**src/rtl/dmem_pkg.sv**
```systemverilog
// Shared definitions for the MEM-stage load/store unit: size lane masks,
// FSM state encoding and the alignment legality check.
package dmem_pkg;

    localparam logic [3:0] DSIZE_BYTE = 4'b0001;
    localparam logic [3:0] DSIZE_HALF = 4'b0011;
    localparam logic [3:0] DSIZE_WORD = 4'b1111;

    typedef enum logic [1:0] {IDLE, REQ, WAIT, DONE} dmem_state_e;

    // Legal when the size mask is known and the address is naturally aligned to it.
    function automatic logic access_legal(input logic [3:0] size, input logic [1:0] off);
        case (size)
            DSIZE_BYTE: access_legal = 1'b1;
            DSIZE_HALF: access_legal = ~off[0];
            DSIZE_WORD: access_legal = (off == 2'b00);
            default:    access_legal = 1'b0;
        endcase
    endfunction

endpackage

```
**src/rtl/load_align_ext.sv**
```systemverilog
// Shifts the raw bus word down to the addressed lane and zero/sign-extends
// it to XLEN according to the access size.
module load_align_ext
    import dmem_pkg::*;
#(
    parameter int XLEN = 32
) (
    input  logic [1:0]      i_offset,
    input  logic [3:0]      i_size,
    input  logic            i_unsigned,
    input  logic [XLEN-1:0] i_raw,
    output logic [XLEN-1:0] o_data
);

    logic [XLEN-1:0] shifted;

    always_comb begin
        shifted = i_raw >> {i_offset, 3'b000};
        case (i_size)
            DSIZE_BYTE: o_data = {{(XLEN-8){~i_unsigned & shifted[7]}}, shifted[7:0]};
            DSIZE_HALF: o_data = {{(XLEN-16){~i_unsigned & shifted[15]}}, shifted[15:0]};
            default:    o_data = shifted;
        endcase
    end

endmodule

```
**src/rtl/dmem_access_unit.sv**
```systemverilog
// MEM-stage load/store unit driving a single-outstanding req/gnt/rvalid bus;
// stalls the pipeline while an access is in flight.
module dmem_access_unit
    import dmem_pkg::*;
#(
    parameter int ADDR_WIDTH = 32,
    parameter int XLEN       = 32
) (
    input  logic                  i_clk,
    input  logic                  i_rst_n,
    input  logic                  i_mem_read,
    input  logic                  i_mem_write,
    input  logic [3:0]            i_d_size,
    input  logic                  i_d_unsigned,
    input  logic [ADDR_WIDTH-1:0] i_addr,
    input  logic [XLEN-1:0]       i_wdata,
    output logic [XLEN-1:0]       o_rdata,
    output logic                  o_stall,
    output logic                  o_misaligned,
    output logic                  o_dmem_req,
    output logic                  o_dmem_we,
    output logic [3:0]            o_dmem_be,
    output logic [ADDR_WIDTH-1:0] o_dmem_addr,
    output logic [XLEN-1:0]       o_dmem_wdata,
    input  logic                  i_dmem_gnt,
    input  logic                  i_dmem_rvalid,
    input  logic [XLEN-1:0]       i_dmem_rdata
);

    dmem_state_e           state_q, state_d;
    logic                  we_q, we_d;
    logic [3:0]            be_q, be_d;
    logic [ADDR_WIDTH-1:0] addr_q, addr_d;
    logic [XLEN-1:0]       wdata_q, wdata_d;
    logic [1:0]            off_q, off_d;
    logic [3:0]            size_q, size_d;
    logic                  uns_q, uns_d;
    logic [XLEN-1:0]       rdata_q, rdata_d;

    logic                  access, legal, issue;
    logic [1:0]            in_off;
    logic [3:0]            in_be;
    logic [ADDR_WIDTH-1:0] in_addr;
    logic [XLEN-1:0]       in_wdata;
    logic [XLEN-1:0]       load_ext;

    load_align_ext #(.XLEN(XLEN)) u_load_align_ext (
        .i_offset   (off_q),
        .i_size     (size_q),
        .i_unsigned (uns_q),
        .i_raw      (i_dmem_rdata),
        .o_data     (load_ext)
    );

    always_comb begin
        in_off   = i_addr[1:0];
        in_be    = i_d_size << in_off;
        in_addr  = {i_addr[ADDR_WIDTH-1:2], 2'b00};
        in_wdata = i_wdata << {in_off, 3'b000};
        access   = i_mem_read | i_mem_write;
        legal    = access_legal(i_d_size, in_off);
        issue    = (state_q == IDLE) && access && legal;

        state_d = state_q;
        we_d    = we_q;
        be_d    = be_q;
        addr_d  = addr_q;
        wdata_d = wdata_q;
        off_d   = off_q;
        size_d  = size_q;
        uns_d   = uns_q;
        rdata_d = rdata_q;

        o_misaligned = (state_q == IDLE) && access && !legal;
        o_stall      = 1'b0;
        o_dmem_req   = 1'b0;
        o_dmem_we    = 1'b0;
        o_dmem_be    = 4'b0000;
        o_dmem_addr  = '0;
        o_dmem_wdata = '0;

        // rvalid outside WAIT is never acted on, which also covers a late
        // response arriving after a mid-access reset.
        case (state_q)
            IDLE: begin
                if (issue) begin
                    o_stall      = 1'b1;
                    o_dmem_req   = 1'b1;
                    o_dmem_we    = i_mem_write;
                    o_dmem_be    = in_be;
                    o_dmem_addr  = in_addr;
                    o_dmem_wdata = in_wdata;
                    we_d    = i_mem_write;
                    be_d    = in_be;
                    addr_d  = in_addr;
                    wdata_d = in_wdata;
                    off_d   = in_off;
                    size_d  = i_d_size;
                    uns_d   = i_d_unsigned;
                    if (i_dmem_gnt) state_d = i_mem_write ? DONE : WAIT;
                    else            state_d = REQ;
                end
            end
            REQ: begin
                o_stall      = 1'b1;
                o_dmem_req   = 1'b1;
                o_dmem_we    = we_q;
                o_dmem_be    = be_q;
                o_dmem_addr  = addr_q;
                o_dmem_wdata = wdata_q;
                if (i_dmem_gnt) state_d = we_q ? DONE : WAIT;
            end
            WAIT: begin
                o_stall = 1'b1;
                if (i_dmem_rvalid) begin
                    rdata_d = load_ext;
                    state_d = DONE;
                end
            end
            DONE: state_d = IDLE;
            default: state_d = IDLE;
        endcase
    end

    always_ff @(posedge i_clk or negedge i_rst_n) begin
        if (!i_rst_n) begin
            state_q <= IDLE;
            we_q    <= 1'b0;
            be_q    <= '0;
            addr_q  <= '0;
            wdata_q <= '0;
            off_q   <= '0;
            size_q  <= '0;
            uns_q   <= 1'b0;
            rdata_q <= '0;
        end else begin
            state_q <= state_d;
            we_q    <= we_d;
            be_q    <= be_d;
            addr_q  <= addr_d;
            wdata_q <= wdata_d;
            off_q   <= off_d;
            size_q  <= size_d;
            uns_q   <= uns_d;
            rdata_q <= rdata_d;
        end
    end

    assign o_rdata = rdata_q;

endmodule

```
**config.mk**
```make
export PLATFORM = sky130hd
export DESIGN_NAME = dmem_access_unit
export DESIGN_NICKNAME = d
export VERILOG_FILES = /design/src/rtl/dmem_pkg.sv /design/src/rtl/load_align_ext.sv /design/src/rtl/dmem_access_unit.sv
export SDC_FILE = /design/constraint.sdc
export NUM_CORES = 1
export LEC_CHECK = 0
export CORE_ASPECT_RATIO = 1.75
export CORE_MARGIN = 2
export CORE_UTILIZATION = 46
export DETAILED_ROUTE_END_ITERATION = 12
export PLACE_DENSITY_LB_ADDON = 0.05
export SKIP_LAST_GASP = 1
export SLEW_MARGIN = 15
export SYNTH_ARGS = -nofsm -noshare
export SYNTH_HDL_FRONTEND = slang
export SYNTH_SLANG_ARGS = --single-unit
```
**constraint.sdc**
```tcl
create_clock -name i_clk -period 2.35 [get_ports i_clk]
set_input_delay 0.235 -clock i_clk [delete_from_list [all_inputs] [get_ports i_clk]]
set_output_delay 0.235 -clock i_clk [all_outputs]
set_load 0.02 [all_outputs]
```
Word-level counts from Yosys, hierarchy flattened
Index checks and enable logic that the tools add are counted.
- register bits after elaboration: 108
- latch bits: 0
- RAM bits: 0
- bits in read-only memories: 0
- input bits: 107
- output and inout port bits: 104
- word-level logic and storage cells: 58
- memories: 0
- $add $sub $neg: 0
- multipliers: 0
- div/mod/pow operators: 0
- $lt $le $gt $ge: 0
- equal/unequal tests: 11
- shift-type cells: 3
- multiplexer cells: 20
- bitwise logic cells: 5
- reductions and logical operators: 10
- operator list (cell ; count):
    32-bit one-hot mux with 2 select lines ; 3
    32-bit 2-to-1 mux ; 2
    32-bit by 5-bit left shift with 32-bit output ; 1
    32-bit by 5-bit right shift with 32-bit output ; 1
    4-bit by 1-bit == test with 1-bit output (second input constant) ; 2
    4-bit by 2-bit == test with 1-bit output (second input constant) ; 2
    2-bit 2-to-1 mux ; 4
    2-bit one-hot mux with 4 select lines ; 1
    4-bit one-hot mux with 2 select lines ; 1
    2-bit inequality test (second input constant) ; 3
    1-bit one-hot mux with 2 select lines ; 3
    2-bit == test (second input constant) ; 2
    4-bit == test (second input constant) ; 1
    2-bit logical NOT ; 2
    1-bit 2-to-1 mux ; 4
    4-bit 2-to-1 mux ; 1
    2-bit AND reduction ; 2
    4-bit by 2-bit left shift with 4-bit output ; 1
    1-bit logical AND ; 3
    1-bit one-hot mux with 3 select lines ; 1
    3-bit AND reduction ; 1
    1-bit AND ; 2
    2-bit by 1-bit == test with 1-bit output (second input constant) ; 1
    1-bit NOT ; 2
    3 further kinds ; 3

Longest topological paths before layout
- word-level depth: 5
- mapped depth: 7
- depth with buffers taken out: 6

Hierarchy
From an unflattened synthesis, not the netlist that was laid out.
- cell total of the unflattened synthesis: 532
- area, all modules: 6082.1 µm²
- by module, submodules not included (module ; instances ; cells each ; area an instance (µm²) ; seq. area each (µm²)):
    dmem_access_unit ; 1 ; 438 ; 5348.9 ; 2702.6
    load_align_ext ; 1 ; 94 ; 733.2 ; 0.0

Worst setup path before layout
No wires, ideal clock.
- path type: flip-flop to output port
- from: register state_q[1]
- to: output port o_dmem_be[1]
- arrival time: 1.935 ns
- data required time: 2.115 ns
- path slack: 0.180 ns
- cell stages (with the launch flop): 7
- path buffers: 1
- path through: dfrtp_1 > inv_1 > ha_1 > o21ai_1 > or3_1 > buf_2 > o21ai_0
- word-level cells in the longest chain between the ends: 5
- ends and longest elaborated chain (what ; line ; source):
    from (decl) ; dmem_access_unit.sv:30 ; dmem_state_e state_q, state_d;
    from (signal assigned) ; dmem_access_unit.sv:137 ; state_q <= state_d;
    2-bit logical NOT ; dmem_access_unit.sv:62, dmem_access_unit.sv:84 ;
    1-bit logical AND (2 in series) ; dmem_access_unit.sv:62 ; issue = (state_q == IDLE) && access && legal;
    4-bit 2-to-1 mux ; dmem_access_unit.sv:86 ; if (issue) begin
    4-bit one-hot mux with 2 select lines * ; dmem_access_unit.sv:84 ; case (state_q)
    to (decl) ; dmem_access_unit.sv:22 ; output logic [3:0] o_dmem_be,
Every way passes the cells marked *; elsewhere a longest branch is shown, timed or not.

Worst setup path after layout
- from: register state_q[0]
- to: output port o_dmem_wdata[2]
- word-level cells in the longest chain between the ends: 5
- ends and longest elaborated chain (what ; line ; source):
    2-bit logical NOT ; dmem_access_unit.sv:62, dmem_access_unit.sv:84 ;
    1-bit logical AND (2 in series) ; dmem_access_unit.sv:62 ;
    32-bit 2-to-1 mux ; dmem_access_unit.sv:86 ;
    32-bit one-hot mux with 2 select lines * ; dmem_access_unit.sv:84 ;
    to (decl) ; dmem_access_unit.sv:24 ; output logic [XLEN-1:0] o_dmem_wdata,
Marked as above.

==> results.md <==
* CTS Buf Count at 9
* Final core utilization at 0.723
* Pwr per Cell Area at 1030 nW/um^2
* Min cycle time layout at 2370 ps
* Global-route wire length before repair at 28,600 um
* RSZ-0062 raised after global routing: true
* Setup CP Type: reg -> out
* Final Cycle Share at 1.01
* Critical Path Max Stage Delay at 400 ps
* Final Hold Viols at 0
* Diodes inserted at 0
* Vias post-DR at 5,457
* Slew @ Worst Pin at 1090 ps
* Critical path's most frequent cell: buf_12
* Fin nets at 908
* Routed wire length at 18,500 um
* Outcome: finished with violations
* Worst-Skew Late Latency at 350 ps
* Layout cell share with drive strength beyond 1 at 0.306
* P_sw at 3490 uW
* GPL Wtd Cong at 0.977
* Clock power frac at 0.171
* Delay-heaviest family, CP: buffers and inverters
* Post-DR wirelength/cell at 19.1 um
* Worst hold path depth at 3
* Clock transition at path regs at 70 ps
* Most used DFF post-synth: dfrtp_1
* Syn avg cell area at 11.1 sq um
* Synthesized flop and latch total at 108
* Sequential Power Share at 0.341
* Final cell count without fillers at 969
* Switch share at 0.374
* Crit path max fanout at 17
* Placed Area at 8690 sq um
* Final Slew Violations at 0
* Slew HR at 0.268
* Final Worst Setup Slack at -16.4 ps
* Initial DRC Count at 204
* Critical path's slowest cell: dfrtp_1
* Failing checks: negative setup slack
* CP bufs+invs at 5
* Arrival time worst endpoint at 2130 ps
* Most common cell after layout, fill and taps aside: clkdlybuf4s50_1
* Startpoint Class: flip-flop
* Vias in the first global route at 5,749
* TritonCTS clock tree: built
* Drt pass-1 iters at 4
* Initial core utilization at 0.471
* Post-Layout Inst Area at 9040 sq um
* Worst endpoint required time at 2120 ps
* Rows at 54
* Internal cell power at 5850 uW
* Final count of negative-setup-slack endpoints at 3
* Die area at 13,700 sq um
* Yosys warnings at 0
* Worst hold path type: in -> reg
* Clk sinks at 108
* EDFF count, synth at 0
* IO Count at 211
* # DRC at 0
* Maxcap violations at 0
* Final hold slack at 330 ps
* LEAKAGE at 0.00434 uW
* Setup TNS at -23.4 ps
* Fmax at 423 MHz
* Mapped Cells at 529
* Endpoint class of the critical path: output pin
* Die Height at 154 um
* Path depth of the worst reg2reg path at 6
* Initial antenna violation count at 0
* Largest net degree at the start of global routing at 52
* DP HPWL at 13,900 um
* Die width at 89.5 um
* Seq/Total Area, Yosys at 0.459
* Most frequent cells in the layout: 132 x clkdlybuf4s50_1, 108 x dfrtp_1, 86 x buf_4, 47 x a22o_1, 45 x mux2_2
* Clk Tree Root Cell: clkbuf_16
* Number of routed nets with antenna violations at 0
* Dpl cells at 942
* PortBufs at 208
* Comb pwr share at 0.488
* Core Region at 12,500 sq um
* Grt ovf at 0
* Synth Cell Area at 5880 sq um
* Worst IR Drop VDD at 0.000530 V
* H-tree levels at 3
* Total Routing Usage GR at 0.269
* Crit. path cell count at 9
* Maximum root-to-sink buffer count at 2
* Layout Skew at 6.49 ps
* Number of distinct library cells after synthesis at 47
* Vias/cell at 5.63
* Worst-path cell chain: inv_2, ha_4, o21ai_2, buf_12, nor4_4, buf_12, buf_4, a22o_1, buf_6
* FFs w/ async S/R, synth at 1.00
* Layout area overhead at 53.7%
==> sequential cells by signal, indices dropped and copies added (netlist names) <==
signal and cells:
o_rdata 32, wdata_q 32, addr_q 30, be_q 4, size_q 4, off_q 2
state_q 2, uns_q 1, we_q 1
==> cell usage after synthesis, types with 3 or more instances <==
library cell,instances,area [sq um]
mux2_2,45,507
buf_4,7,52.6
a21o_1,39,293
nand2_1,30,113
a2111oi_0,10,87.6
a21oi_1,18,90.1
clkbuf_1,24,90.1
a211oi_1,9,67.6
nor2_1,22,82.6
inv_1,4,15.0
o21ai_0,16,80.1
buf_2,14,70.1
o2bb2ai_1,17,149
nor3_1,10,50.1
ha_1,4,50.1
a2bb2oi_1,9,78.8
nor2b_1,13,81.3
buf_6,3,33.8
a221o_1,16,160
dfrtp_1,108,2700
mux2i_1,36,360
a22o_1,47,412
==> logic make-up after synthesis <==
group,after synthesis,share of synthesized area
AND/OR/NAND/NOR,90,0.0764
AO/OA/AOI/OAI,190,0.257
multiplexers,82,0.151
flip-flops,108,0.459
buffers and inverters,54,0.0464
other,1,0.000638
adder cells (fa/ha/maj),4,0.00851
==> power groups by stage <==
stage	combinational, uW	clock, uW	sequential [uW]
finish	4560	1590	3190
global route	4890	1690	3270
CTS	4560	1620	3180
detailed placement	4660	0	3210
global placement	4560	0	3150
floorplan	2420	0	3320
==> path summary, 6_finish.rpt <==
kind                             startpoint              end  slack (ps)
worst max-delay path             state_q[0]  o_dmem_wdata[2]         -20
worst min-delay path            i_d_size[1]        size_q[1]         330
worst max register to register   state_q[0]      o_rdata[16]         250
worst min register to register   o_rdata[1]       o_rdata[1]         470
max in group asynchronous           i_rst_n      wdata_q[21]        1150
min in group asynchronous           i_rst_n      o_rdata[26]         460
==> worst reg2reg max path, delay by kind of cell (launching register included) <==
kind,cells,cell delay (ps)
compound gates,1,290
buf+inv,2,190
fa+ha+maj,1,190
simple gates,2,970
flops,1,400
==> layout make-up <==
class,instances,area [sq um]
clock buffer,10,229
multi-input combinational,368,3000
fill,954,3460
timing repair buffer,306,2800
tap,168,210
inverter,4,15.0
sequential,108,2700
clock inverter,5,77.6
==> routing by layer <==
metal | track usage | share of wire
met1 | 0.292 | 0.36
met4 | 0.129 | 0.042
met3 | 0.0397 | 0.051
met2 | 0.491 | 0.55
met5 | 0 | 0
==> stage by stage <==
stage               power, uW  worst slack (ps)
global route             9860             -90.8
detailed placement       7860              -376
global placement         7710              -361
CTS                      9350              -137
floorplan                5740               180
finish                   9340             -16.4
==> timing repair <==
| action | 4_1_cts | 5_1_grt |
|---|---|---|
| setup endpoints to repair | 70 | 67 |
| endpoints found under the hold margin | 49 | 0 |
| buffers inserted | 7 | 3 |
| pin swaps | 2 | 4 |
| gates resized for setup | 218 | 52 |
| hold buffers | 1 | 0 |
| gates cloned | 1 | 0 |
Power figures use the tool's default switching activity.
